==> src/rtl/mux4_rr_collector_if.sv <==
// Bundle of the four source channels and the shared output channel of mux4_rr_collector.
interface mux4_rr_collector_if #(
  parameter int unsigned WIDTH = 8
);
  logic [WIDTH-1:0] a_dat, b_dat, c_dat, d_dat;
  logic             a_vld, b_vld, c_vld, d_vld;
  logic             a_rdy, b_rdy, c_rdy, d_rdy;
  logic [WIDTH-1:0] out_dat;
  logic [1:0]       out_sel;
  logic             out_vld;
  logic             out_rdy;

  modport slave (
    input  a_dat, b_dat, c_dat, d_dat,
    input  a_vld, b_vld, c_vld, d_vld,
    output a_rdy, b_rdy, c_rdy, d_rdy,
    output out_dat, out_sel, out_vld,
    input  out_rdy
  );

  modport master (
    output a_dat, b_dat, c_dat, d_dat,
    output a_vld, b_vld, c_vld, d_vld,
    input  a_rdy, b_rdy, c_rdy, d_rdy,
    input  out_dat, out_sel, out_vld,
    output out_rdy
  );
endinterface

==> src/rtl/mux4_rr_collector.sv <==
// 4-to-1 round-robin collector with single-entry registered output and source tag.
// Define MUX4_FIXED_PRIO_EN for fixed priority a>b>c>d instead of round-robin.
module mux4_rr_collector #(
  parameter int unsigned WIDTH = 8
) (
  input logic                  clk,
  input logic                  rst_n,
  mux4_rr_collector_if.slave   bus
);

  logic [3:0]       vld;
  logic [WIDTH-1:0] dat [4];
  logic [3:0]       rdy;
  logic             slot_free;
  logic             gnt_vld;
  logic [1:0]       gnt_idx;

  logic             out_vld_q, out_vld_d;
  logic [WIDTH-1:0] out_dat_q, out_dat_d;
  logic [1:0]       out_sel_q, out_sel_d;
`ifndef MUX4_FIXED_PRIO_EN
  logic [1:0]       last_q, last_d;
  logic [1:0]       rr_idx;
`endif

  assign vld    = {bus.d_vld, bus.c_vld, bus.b_vld, bus.a_vld};
  assign dat[0] = bus.a_dat;
  assign dat[1] = bus.b_dat;
  assign dat[2] = bus.c_dat;
  assign dat[3] = bus.d_dat;

  // Slot can accept when empty or when the held word leaves this same edge.
  assign slot_free = !out_vld_q || bus.out_rdy;

  always_comb begin
    gnt_vld = 1'b0;
    gnt_idx = '0;
    rdy     = '0;
`ifndef MUX4_FIXED_PRIO_EN
    rr_idx  = '0;
`endif
    if (slot_free) begin
`ifdef MUX4_FIXED_PRIO_EN
      for (int unsigned i = 0; i < 4; i++) begin
        if (!gnt_vld && vld[i]) begin
          gnt_vld = 1'b1;
          gnt_idx = 2'(i);
        end
      end
`else
      // Search starts one past the last grant; 2-bit add wraps 3 -> 0.
      for (int unsigned k = 1; k <= 4; k++) begin
        rr_idx = last_q + 2'(k);
        if (!gnt_vld && vld[rr_idx]) begin
          gnt_vld = 1'b1;
          gnt_idx = rr_idx;
        end
      end
`endif
      if (gnt_vld) rdy[gnt_idx] = 1'b1;
    end
  end

  always_comb begin
    out_vld_d = out_vld_q;
    out_dat_d = out_dat_q;
    out_sel_d = out_sel_q;
`ifndef MUX4_FIXED_PRIO_EN
    last_d    = last_q;
`endif
    if (gnt_vld) begin
      out_vld_d = 1'b1;
      out_dat_d = dat[gnt_idx];
      out_sel_d = gnt_idx;
`ifndef MUX4_FIXED_PRIO_EN
      last_d    = gnt_idx;
`endif
    end else if (out_vld_q && bus.out_rdy) begin
      out_vld_d = 1'b0;
    end
  end

  always_ff @(posedge clk or negedge rst_n) begin
    if (!rst_n) begin
      out_vld_q <= 1'b0;
      out_dat_q <= '0;
      out_sel_q <= '0;
`ifndef MUX4_FIXED_PRIO_EN
      last_q    <= '1;
`endif
    end else begin
      out_vld_q <= out_vld_d;
      out_dat_q <= out_dat_d;
      out_sel_q <= out_sel_d;
`ifndef MUX4_FIXED_PRIO_EN
      last_q    <= last_d;
`endif
    end
  end

  assign bus.a_rdy   = rdy[0];
  assign bus.b_rdy   = rdy[1];
  assign bus.c_rdy   = rdy[2];
  assign bus.d_rdy   = rdy[3];
  assign bus.out_vld = out_vld_q;
  assign bus.out_dat = out_dat_q;
  assign bus.out_sel = out_sel_q;

endmodule

==> src/flat_wrapper.sv <==
// flat-port wrapper written by rule: the top's interface ports become plain ports
module mux4_rr_collector_flat 
#(
  parameter int unsigned WIDTH = 8
)
  (clk, rst_n, bus_a_dat, bus_b_dat, bus_c_dat, bus_d_dat, bus_a_vld, bus_b_vld, bus_c_vld, bus_d_vld, bus_a_rdy, bus_b_rdy, bus_c_rdy, bus_d_rdy, bus_out_dat, bus_out_sel, bus_out_vld, bus_out_rdy);
  mux4_rr_collector_if #(.WIDTH(WIDTH)) bus_i ();
  input logic clk;
  input logic rst_n;
  input wire logic [$bits(bus_i.a_dat)-1:0] bus_a_dat;
  input wire logic [$bits(bus_i.b_dat)-1:0] bus_b_dat;
  input wire logic [$bits(bus_i.c_dat)-1:0] bus_c_dat;
  input wire logic [$bits(bus_i.d_dat)-1:0] bus_d_dat;
  input wire logic [$bits(bus_i.a_vld)-1:0] bus_a_vld;
  input wire logic [$bits(bus_i.b_vld)-1:0] bus_b_vld;
  input wire logic [$bits(bus_i.c_vld)-1:0] bus_c_vld;
  input wire logic [$bits(bus_i.d_vld)-1:0] bus_d_vld;
  output wire logic [$bits(bus_i.a_rdy)-1:0] bus_a_rdy;
  output wire logic [$bits(bus_i.b_rdy)-1:0] bus_b_rdy;
  output wire logic [$bits(bus_i.c_rdy)-1:0] bus_c_rdy;
  output wire logic [$bits(bus_i.d_rdy)-1:0] bus_d_rdy;
  output wire logic [$bits(bus_i.out_dat)-1:0] bus_out_dat;
  output wire logic [$bits(bus_i.out_sel)-1:0] bus_out_sel;
  output wire logic [$bits(bus_i.out_vld)-1:0] bus_out_vld;
  input wire logic [$bits(bus_i.out_rdy)-1:0] bus_out_rdy;
  assign bus_i.a_dat = bus_a_dat;
  assign bus_i.b_dat = bus_b_dat;
  assign bus_i.c_dat = bus_c_dat;
  assign bus_i.d_dat = bus_d_dat;
  assign bus_i.a_vld = bus_a_vld;
  assign bus_i.b_vld = bus_b_vld;
  assign bus_i.c_vld = bus_c_vld;
  assign bus_i.d_vld = bus_d_vld;
  assign bus_a_rdy = bus_i.a_rdy;
  assign bus_b_rdy = bus_i.b_rdy;
  assign bus_c_rdy = bus_i.c_rdy;
  assign bus_d_rdy = bus_i.d_rdy;
  assign bus_out_dat = bus_i.out_dat;
  assign bus_out_sel = bus_i.out_sel;
  assign bus_out_vld = bus_i.out_vld;
  assign bus_i.out_rdy = bus_out_rdy;
  mux4_rr_collector #(.WIDTH(WIDTH)) u_core (.clk(clk), .rst_n(rst_n), .bus(bus_i));
endmodule
==> config.mk <==
export PLATFORM = sky130hd
export DESIGN_NAME = mux4_rr_collector_flat
export DESIGN_NICKNAME = d
export VERILOG_FILES = /design/src/rtl/mux4_rr_collector_if.sv /design/src/rtl/mux4_rr_collector.sv /design/src/flat_wrapper.sv
export SDC_FILE = /design/constraint.sdc
export NUM_CORES = 1
export LEC_CHECK = 0
export CAP_MARGIN = 10
export CORE_UTILIZATION = 25
export DETAILED_ROUTE_END_ITERATION = 8
export PLACE_DENSITY = 0.59
export SETUP_SLACK_MARGIN = 0.2
export SYNTH_ARGS = -nofsm -noshare
export SYNTH_HDL_FRONTEND = slang
export SYNTH_SLANG_ARGS = --single-unit
==> constraint.sdc <==
create_clock -name clk -period 1.94 [get_ports clk]
set_clock_uncertainty 0.1 [all_clocks]
set_input_delay 0.291 -clock clk [delete_from_list [all_inputs] [get_ports clk]]
set_output_delay 0.291 -clock clk [all_outputs]
set_load 0.005 [all_outputs]
After elaboration in Yosys (flattened, before gate mapping)
Cells that the tools add are included.
- flip-flop bits (word level): 13
- latch bits: 0
- memory bits (writable): 0
- bits in read-only memories: 0
- output and inout port bits: 15
- logic and storage cells: 58
- memories kept: 0
- $add $sub $neg: 3
- $mul: 0
- divide/modulo/power cells: 0
- magnitude comparators: 7
- equality and inequality tests: 0
- shift operators: 0
- multiplexer cells: 32
- bitwise logic cells: 1
- reduce and logical (&&, ||, !) cells: 11
- operators by type and width (operator ; count):
    binary-select mux 8 bit (select 2 bit) ; 1
    2-to-1 mux 1 bit ; 16
    2-to-1 mux 8 bit ; 2
    less-than comparator 2 x 3 -> 1 bit (second input constant) ; 5
    2-to-1 mux 2 bit ; 6
    binary-select mux 1 bit (select 2 bit) ; 4
    2-to-1 mux 4 bit ; 2
    logical AND 1 bit ; 5
    adder 2 bit (second input constant) ; 2
    logical NOT 1 bit ; 4
    >= comparator 3 bit (second input constant) ; 1
    NOT 2 -> 3 bit ; 1
    adder 2 x 1 -> 2 bit (second input constant) ; 1
    demux 1 bit (select 2 bit) ; 1
    >= comparator 2 x 1 -> 1 bit (second input constant) ; 1
    nonzero test 2 bit ; 1
    logical OR 1 bit ; 1

Depth between registers and ports, before layout
Gate-level depths: netlist (run 1).
- depth after elaboration: 23
- depth in mapped cells: 6
- gate-level depth less buffers: 5

Worst setup path before layout (run 1)
No wires, ideal clock.
- path type: flip-flop to flip-flop
- from: register u_core.last_q[0]
- to: register u_core.out_dat_q[0] (netlist: u_core.bus.out_dat[0])
- library setup time: 0.133 ns
- data arrival time: 1.504 ns
- path slack: 0.203 ns
- cell stages (with the launch flop): 7
- buffers on the path: 1
- clock period less this slack: 1.737 ns
- cell sequence: dfstp_2 nand2b_2 a21bo_2 nand3_2 buf_6 o32ai_1 nor4b_2
- word-level cells in the longest chain between the ends: 22
- elaborated cells on any way between the ends: 36
- classes of those cells: 3 x add/sub; 26 x mux; 1 x bitwise; 6 x reduce/logical
- RTL lines (item ; line ; text):
    from (decl) ; mux4_rr_collector.sv:22 ; logic [1:0] last_q, last_d;
    from (signal assigned) ; mux4_rr_collector.sv:96 ; last_q <= last_d;
    adder 2 x 1 -> 2 bit ; mux4_rr_collector.sv:53 ; rr_idx = last_q + 2'(k);
    binary-select mux 1 bit (select 2 bit) ; mux4_rr_collector.sv:54 ; if (!gnt_vld && vld[rr_idx]) begin
    2-to-1 mux 1 bit (implied by the code) ; mux4_rr_collector.sv:54 ;
    2-to-1 mux 1 bit ; mux4_rr_collector.sv:54 ;
    2-to-1 mux 1 bit ; mux4_rr_collector.sv:42 ; if (slot_free) begin
    logical NOT 1 bit ; mux4_rr_collector.sv:54 ;
    logical AND 1 bit ; mux4_rr_collector.sv:54 ;
    2-to-1 mux 1 bit ; mux4_rr_collector.sv:54 ;
    [4 not listed] ; n/a ;
    2-to-1 mux 1 bit ; mux4_rr_collector.sv:42 ;
    logical NOT 1 bit ; mux4_rr_collector.sv:54 ;
    logical AND 1 bit ; mux4_rr_collector.sv:54 ;
    2-to-1 mux 2 bit ; mux4_rr_collector.sv:54 ;
    2-to-1 mux 2 bit (2 in a row) ; mux4_rr_collector.sv:42 ;
    NOT 2 -> 3 bit (implied by the code) ; mux4_rr_collector.sv:73 ; out_dat_d = dat[gnt_idx];
    binary-select mux 8 bit (select 2 bit) ; mux4_rr_collector.sv:73 ;
    2-to-1 mux 8 bit (implied by the code) (2 in a row) ; mux4_rr_collector.sv:73 ;
    to (signal assigned) ; mux4_rr_collector.sv:93 ; out_dat_q <= out_dat_d;
    to (decl) ; mux4_rr_collector.sv:19 ; logic [WIDTH-1:0] out_dat_q, out_dat_d;
Parallel ways exist; a longest one is shown, timed or not. The select of a mux whose other input is x is not followed.
A chain may end at the register's enable or synchronous reset.

Worst setup path after layout (run 1)
- from: register u_core.last_q[0]
- to: output bus_c_rdy
- word-level cells in the longest chain between the ends: 23
- elaborated cells on any way between the ends: 37
- classes of those cells: 3 x add/sub; 2 x order compare; 25 x mux; 7 x reduce/logical
- RTL lines (item ; line ; text):
    adder 2 x 1 -> 2 bit ; mux4_rr_collector.sv:53 ;
    binary-select mux 1 bit (select 2 bit) ; mux4_rr_collector.sv:54 ;
    2-to-1 mux 1 bit (implied by the code) ; mux4_rr_collector.sv:54 ;
    2-to-1 mux 1 bit ; mux4_rr_collector.sv:54 ;
    2-to-1 mux 1 bit ; mux4_rr_collector.sv:42 ;
    logical NOT 1 bit ; mux4_rr_collector.sv:54 ;
    logical AND 1 bit ; mux4_rr_collector.sv:54 ;
    2-to-1 mux 1 bit ; mux4_rr_collector.sv:54 ;
    [7 not listed] ; n/a ;
    2-to-1 mux 2 bit ; mux4_rr_collector.sv:54 ;
    2-to-1 mux 2 bit ; mux4_rr_collector.sv:42 ;
    less-than comparator 2 x 3 -> 1 bit (implied by the code) / >= comparator 2 x 1 -> 1 bit (equally long branches) ; mux4_rr_collector.sv:60 ; if (gnt_vld) rdy[gnt_idx] = 1'b1;
    logical AND 1 bit (implied by the code) ; mux4_rr_collector.sv:60 ;
    2-to-1 mux 1 bit (implied by the code) ; mux4_rr_collector.sv:60 ;
    demux 1 bit (select 2 bit) ; n/a ;
    2-to-1 mux 4 bit * ; mux4_rr_collector.sv:60 ;
    2-to-1 mux 4 bit * ; mux4_rr_collector.sv:42 ;
    to (decl) ; flat_wrapper.sv:20 ; output wire logic [$bits(bus_i.c_rdy)-1:0] bus_c_rdy;
Every way passes the cells marked *; elsewhere a longest branch is shown, timed or not. The select of a mux whose other input is x is not followed.

==> run_results.csv, run 1 <==
group,metric,value,unit
worst_setup_path,cp_data_required_time,1.55,ns
worst_setup_path,path_class,"reg2out",
global_routing,antenna_found_initial,0,
synthesis,synthCells,110,
worst_setup_path,cp_num_cells,6,
power,ir_drop,364.1,µV
timing,period_minus_slack,1.975,ns
layout,diodes,0,
layout,fin_area,1973,µm²
detailed_routing,num_vias,1206,
timing,fin_crit_sh,101.8,%
layout,drive_gt1_share,37.17,%
clocking,cts_tree,"built",
worst_setup_path,worstRegToRegCells,7,
die,start_util,26.30,%
placed_design,gp_congestion,0.7985,
worst_setup_path,crit_fanout,4,
worst_setup_path,crit_chain,"nor3b_4 > a2111oi_4 > buf_4 > nand4_4 > inv_2 > buf_6",
clocking,htree_levels,1,
timing,rsz0062_at_grt,"yes",
worst_setup_path,cpLargestDelayFamily,"flip-flops",
worst_setup_path,crit_path_start_kind,"register",
synthesis,synth_edf_count,0,
clocking,cts_buffers,3,
timing,worst_slew_pin_slew,0.3519,ns
global_routing,grt_pass1_wl,5658,µm
clocking,clock-root-buffer,"clkbuf_8",
die,rows,23,
synthesis,synth_area,1067,µm²
global_routing,track_usage,16.83,%
power,total_power,1.467,mW
synthesis,seq_area_frac_synth,30.72,%
synthesis,ys_ff_latch,13,
power,leakage,0.7793,nW
detailed_routing,ant_nets,0,
layout,fin_nets,231,
layout,synthToLayoutAreaGrowth,84.88,%
global_routing,grt_overflow,0,
clocking,path_clk_slew,0.06,ns
detailed_routing,viasPerCell,5.004,
clocking,clockBufferDepth,2,
die,dieArea,4535,µm²
synthesis,ys.warnings.count,0,
detailed_routing,wl_per_cell,15.30,µm
clocking,clock_latency,0.24,ns
die,die_w,67.34,µm
worst_setup_path,crit_buf_inv,3,
synthesis,postSynthAreaPerCell,9.702,µm²
synthesis,synth_cell_types,33,
timing,slew_violations,0,
synthesis,synth-async-reset-ratio,100.0,%
clocking,cts.sinks,13,
global_routing,grt_pass1_vias,1174,
timing,setup_slack,-0.03511,ns
timing,hold_viol_final,0,
synthesis,syn_nets,149,
global_routing,grt_max_degree,20,
worst_setup_path,slowest_delay,0.58,ns
placed_design,dp.final_hpwl,2797,µm
die,io_pins,54,
die,core,4058,µm²
worst_setup_path,worstPathArrival,1.58,ns
timing,setup_violations,5,
worst_setup_path,cpMaxStageDelayCell,"dfstp_2",
min_path,hp-class,"in2async",
run_status,violations,"negative setup slack",
timing,max_freq,506.3,MHz
die,dieHeight,67.34,µm
power,cellPowerDensity,743.5,nW/µm²
placed_design,place_area,1798,µm²
flow_run,max_cap_viol_count,0,
placed_design,dp.cells,228,
worst_setup_path,critPathCaptureType,"output pin",
synthesis,synth_flop_cell,"dfrtp_1",
run_status,status,"finished, violations left",
timing,slew_headroom,76.32,%
detailed_routing,drc,0,
detailed_routing,dr.pass1.iters,4,
detailed_routing,drt_iter0_markers,51,
layout,layoutNonFillerInstCount,241,
placed_design,numPortBuffers,53,
detailed_routing,wirelength,3688,µm
==> sequential cells by signal, indices dropped and copies added, names as in the netlist <==
register,count
u_core.bus.out_vld,1
u_core.last_q,2
u_core.bus.out_sel,2
u_core.bus.out_dat,8
==> where the power goes <==
group	internal, mW	switching [mW]	leakage, nW	total, mW
registers	0.355	0.0539	0.144	0.409
clock network	0.145	0.104	0.0228	0.249
logic	0.485	0.324	0.613	0.809
total	0.985	0.482	0.779	1.47
==> routing by layer <==
| metal | vias up | GRT usage (%) | share of wire [%] |
|---|---|---|---|
| met5 | - | 0 | 0 |
| met4 | 0 | 4.787 | 0.68 |
| met3 | 4 | 2.196 | 5.2 |
| met2 | 37 | 30.00 | 53 |
| met1 | 579 | 20.90 | 41 |
| li1 | 586 | - | - |
==> metrics by stage <==
step	utilization, %	hold slack, ns	setup WS [ns]	setup TNS (ns)
2_1_floorplan	-	-0.1046	0.2030	0
3_3_place_gp	44.31	0.3901	-0.6656	-6.031
3_5_place_dp	44.31	0.3889	-0.7145	-6.796
4_1_cts	48.10	0.2623	-0.04386	-0.1101
5_1_grt	48.63	0.2840	-0.1183	-0.9341
6_report	48.63	0.2553	-0.03511	-0.08866
==> Yosys cell counts, types with 3 or more instances <==
master    n  area, µm²
nor4b_2   8      120.1
o21ai_1   9      45.04
dfrtp_1  11      275.3
o32ai_1   8      70.07
nor3_1   16      80.08
nor4_1    8      50.05
buf_6     3      33.78
nor2_1   17      63.81
==> repair_timing <==
item	4_1_cts	5_1_grt
hold buffers	0	0
buffers inserted	8	1
endpoints found under the setup margin	16	14
gates cloned	0	0
pin swaps	5	1
gates resized for setup	35	5
==> final cells by class <==
cell class / count / area, µm²
inverter: 1 / 3.754
tap: 50 / 62.56
fill: 373 / 2085
timing repair buffer: 85 / 797.0
multi-input combinational: 88 / 737.0
clock buffer: 4 / 45.04
sequential: 13 / 327.8
==> worst reg2reg max path, cell delays in order (launching register included) <==
cell and delay, ns:
dfstp_2 0.58, buf_4 0.14, a21bo_4 0.23, buf_4 0.14, nand4_4 0.09, buf_4 0.18
o32ai_1 0.12, nor4b_2 0.28
==> cell usage in the layout, fill, tap and decap left out, types with 3 or more instances in the layout <==
cell / netlist / layout
clkdlybuf4s50_1: 0 / 44
buf_4: 1 / 27
nor3_1: 16 / 14
nor2_1: 17 / 13
dfrtp_1: 11 / 11
o21ai_1: 9 / 9
nor4_1: 8 / 8
nor4b_2: 8 / 8
o32ai_1: 8 / 7
buf_6: 3 / 5
dlygate4sd2_1: 0 / 4
nor2_2: 0 / 3
clkbuf_8: 0 / 3
==> path summary, 6_finish.rpt <==
path	start	endpoint	slack, ns
worst max-delay path	u_core.last_q[0]	bus_c_rdy	-0.04
worst min-delay path	rst_n	u_core.bus.out_dat[0]	0.26
worst max register to register	u_core.last_q[1]	u_core.bus.out_dat[0]	0
worst min register to register	u_core.bus.out_sel[1]	u_core.bus.out_sel[1]	0.39
max in group asynchronous	rst_n	u_core.last_q[1]	1.24
min in group clk	u_core.bus.out_sel[1]	u_core.bus.out_sel[1]	0.39
==> cell families after synthesis <==
kind of cell	after synthesis	synth area share [%]
and+or+nand+nor	63	42.56
AOI/OAI and AO/OA	25	20.75
DFF	13	30.71
buffers and inverters	9	5.978
Power figures use the tool's default switching activity.
==> run 2: changes to the inputs <==
- PLACE_DENSITY: 0.59 -> unset
- PLACE_DENSITY_LB_ADDON: unset -> 0.08
==> run_results.csv, run 2 (synthesis results as in run 1) <==
group,metric,value,unit
run_status,status,"finished, violations left",
run_status,violations,"negative setup slack",
die,start_util,26.30,%
layout,final_core_util,53.01,%
worst_setup_path,critPathCaptureType,"output pin",
die,core,4058,µm²
global_routing,track_usage,19.13,%
layout,fin_nets,237,
clocking,path_clk_slew,0.06,ns
die,dieHeight,67.34,µm
clocking,cts_tree,"built",
global_routing,antenna_found_initial,0,
flow_run,max_cap_viol_count,0,
clocking,clock_latency,0.24,ns
layout,fillers,370,
global_routing,met3_usage,3.378,%
timing,whs,0.2554,ns
clocking,cts_buffers,3,
worst_setup_path,cp_data_required_time,1.55,ns
layout,diodes,0,
power,total_power,1.583,mW
worst_setup_path,crit_chain,"buf_6 > nor3b_4 > a2111oi_4 > buf_4 > nand4_4 > inv_2 > buf_6",
layout,multi_input_area,878.3,µm²
layout,mostFrequentLayoutCells,"44 x clkdlybuf4s50_1, 32 x buf_4, 16 x nor3_1, 13 x nor2_1, 11 x dfrtp_1",
timing,slew_violations,0,
detailed_routing,wl_per_cell,15.64,µm
placed_design,dp.cells,232,
clocking,hold_buffers,0,
worst_setup_path,worstPathArrival,1.66,ns
timing,setup_violations,10,
worst_setup_path,cpMaxStageDelayCell,"dfstp_2",
worst_setup_path,path_class,"reg2out",
timing,fin_crit_sh,105.9,%
clocking,clockBufferDepth,2,
die,dieArea,4535,µm²
worst_setup_path,cpMostUsedCell,"buf_6",
layout,seq_area,327.8,µm²
timing,rsz0062_at_grt,"yes",
layout,largest_register_ffs,8,
timing,period_minus_slack,2.055,ns
die,rows,23,
detailed_routing,ant_nets,0,
global_routing,grt_pass1_vias,1366,
global_routing,grt_pass1_wl,6417,µm
timing,worst_slew_pin_slew,0.3654,ns
die,io_pins,54,
layout,final_common_cell,"clkdlybuf4s50_1",
detailed_routing,drc,0,
detailed_routing,viasPerCell,5.113,
placed_design,dp.final_hpwl,2713,µm
layout,layoutNonFillerInstCount,247,
power,leakage,0.8222,nW
placed_design,numPortBuffers,53,
global_routing,use_met1,23.27,%
power,cellPowerDensity,735.9,nW/µm²
layout,drive_gt1_share,43.15,%
worst_setup_path,slowest_delay,0.57,ns
timing,setup_slack,-0.1154,ns
timing,hold_viol_final,0,
clocking,clock-root-buffer,"clkbuf_8",
global_routing,grt_max_degree,14,
clocking,htree_levels,1,
global_routing,grt_overflow,0,
detailed_routing,wirelength,3863,µm
timing,max_freq,486.5,MHz
die,die_w,67.34,µm
placed_design,gp_congestion,0.7516,
clocking,cts.sinks,13,
global_routing,use_met2,33.38,%
global_routing,busiest_layer,"met2",
power,ir_drop,314.6,µV
layout,synthToLayoutAreaGrowth,101.5,%
min_path,hp-class,"in2async",
timing,slew_headroom,75.42,%
worst_setup_path,crit_fanout,4,
detailed_routing,drt_iter0_markers,48,
worst_setup_path,crit_path_start_kind,"register",
detailed_routing,dr.pass1.iters,4,
detailed_routing,num_vias,1263,
run 2: cell type report:
cell class / instances / share of cell area, %
Clock buffer: 4 / 2.094
Inverter: 1 / 0.1745
Multi-Input combinational cell: 88 / 40.84
Sequential cell: 13 / 15.24
Tap cell: 50 / 2.909
Timing Repair Buffer: 91 / 38.74
run 2: repair_timing:
action,CTS,global route
endpoints found under the setup margin,16,16
setup buffers,9,2
pin swaps,13,15
hold endpoints to repair,0,0
resized for setup,57,7
run 2: power by group:
group | switching [mW] | internal, mW | total, mW
Clock | 0.105 | 0.145 | 0.250
Sequential | 0.0496 | 0.355 | 0.405
Combinational | 0.390 | 0.538 | 0.928
run 2: worst max-delay path: cells and delay by family (launching register included):
kind	cells	cell delay (ns)
compound gates	1	0.31
buf+inv	4	0.43
flops	1	0.57
simple gates	2	0.12
run 2: worst paths after layout:
kind	start	endpoint	slack [ns]	depth (start not counted)
max in group asynchronous	rst_n	u_core.last_q[1]	1.24	2
min reg2reg	u_core.bus.out_sel[1]	u_core.bus.out_sel[1]	0.40	1
max reg2reg	u_core.last_q[0]	u_core.bus.out_dat[2]	-0.07	9
min	rst_n	u_core.bus.out_dat[0]	0.26	2
min in group clk	u_core.bus.out_sel[1]	u_core.bus.out_sel[1]	0.40	1
max	u_core.last_q[0]	bus_c_rdy	-0.12	7
run 2: per-layer routing:
layer / wire (µm) / vias to the layer above
met5: 0 / -
met4: 63 / 0
met3: 232 / 8
met2: 1931 / 49
met1: 1636 / 607
li1: - / 599
run 2: through the flow:
stage | setup WS [ns] | area (µm²) | TNS [ns]
floorplan | 0.2030 | 1067 | 0
global placement | -0.5775 | 1803 | -5.827
detailed placement | -0.6279 | 1803 | -6.097
CTS | -0.08998 | 2121 | -0.4268
global route | -0.1684 | 2151 | -1.253
finish | -0.1154 | 2151 | -0.5836
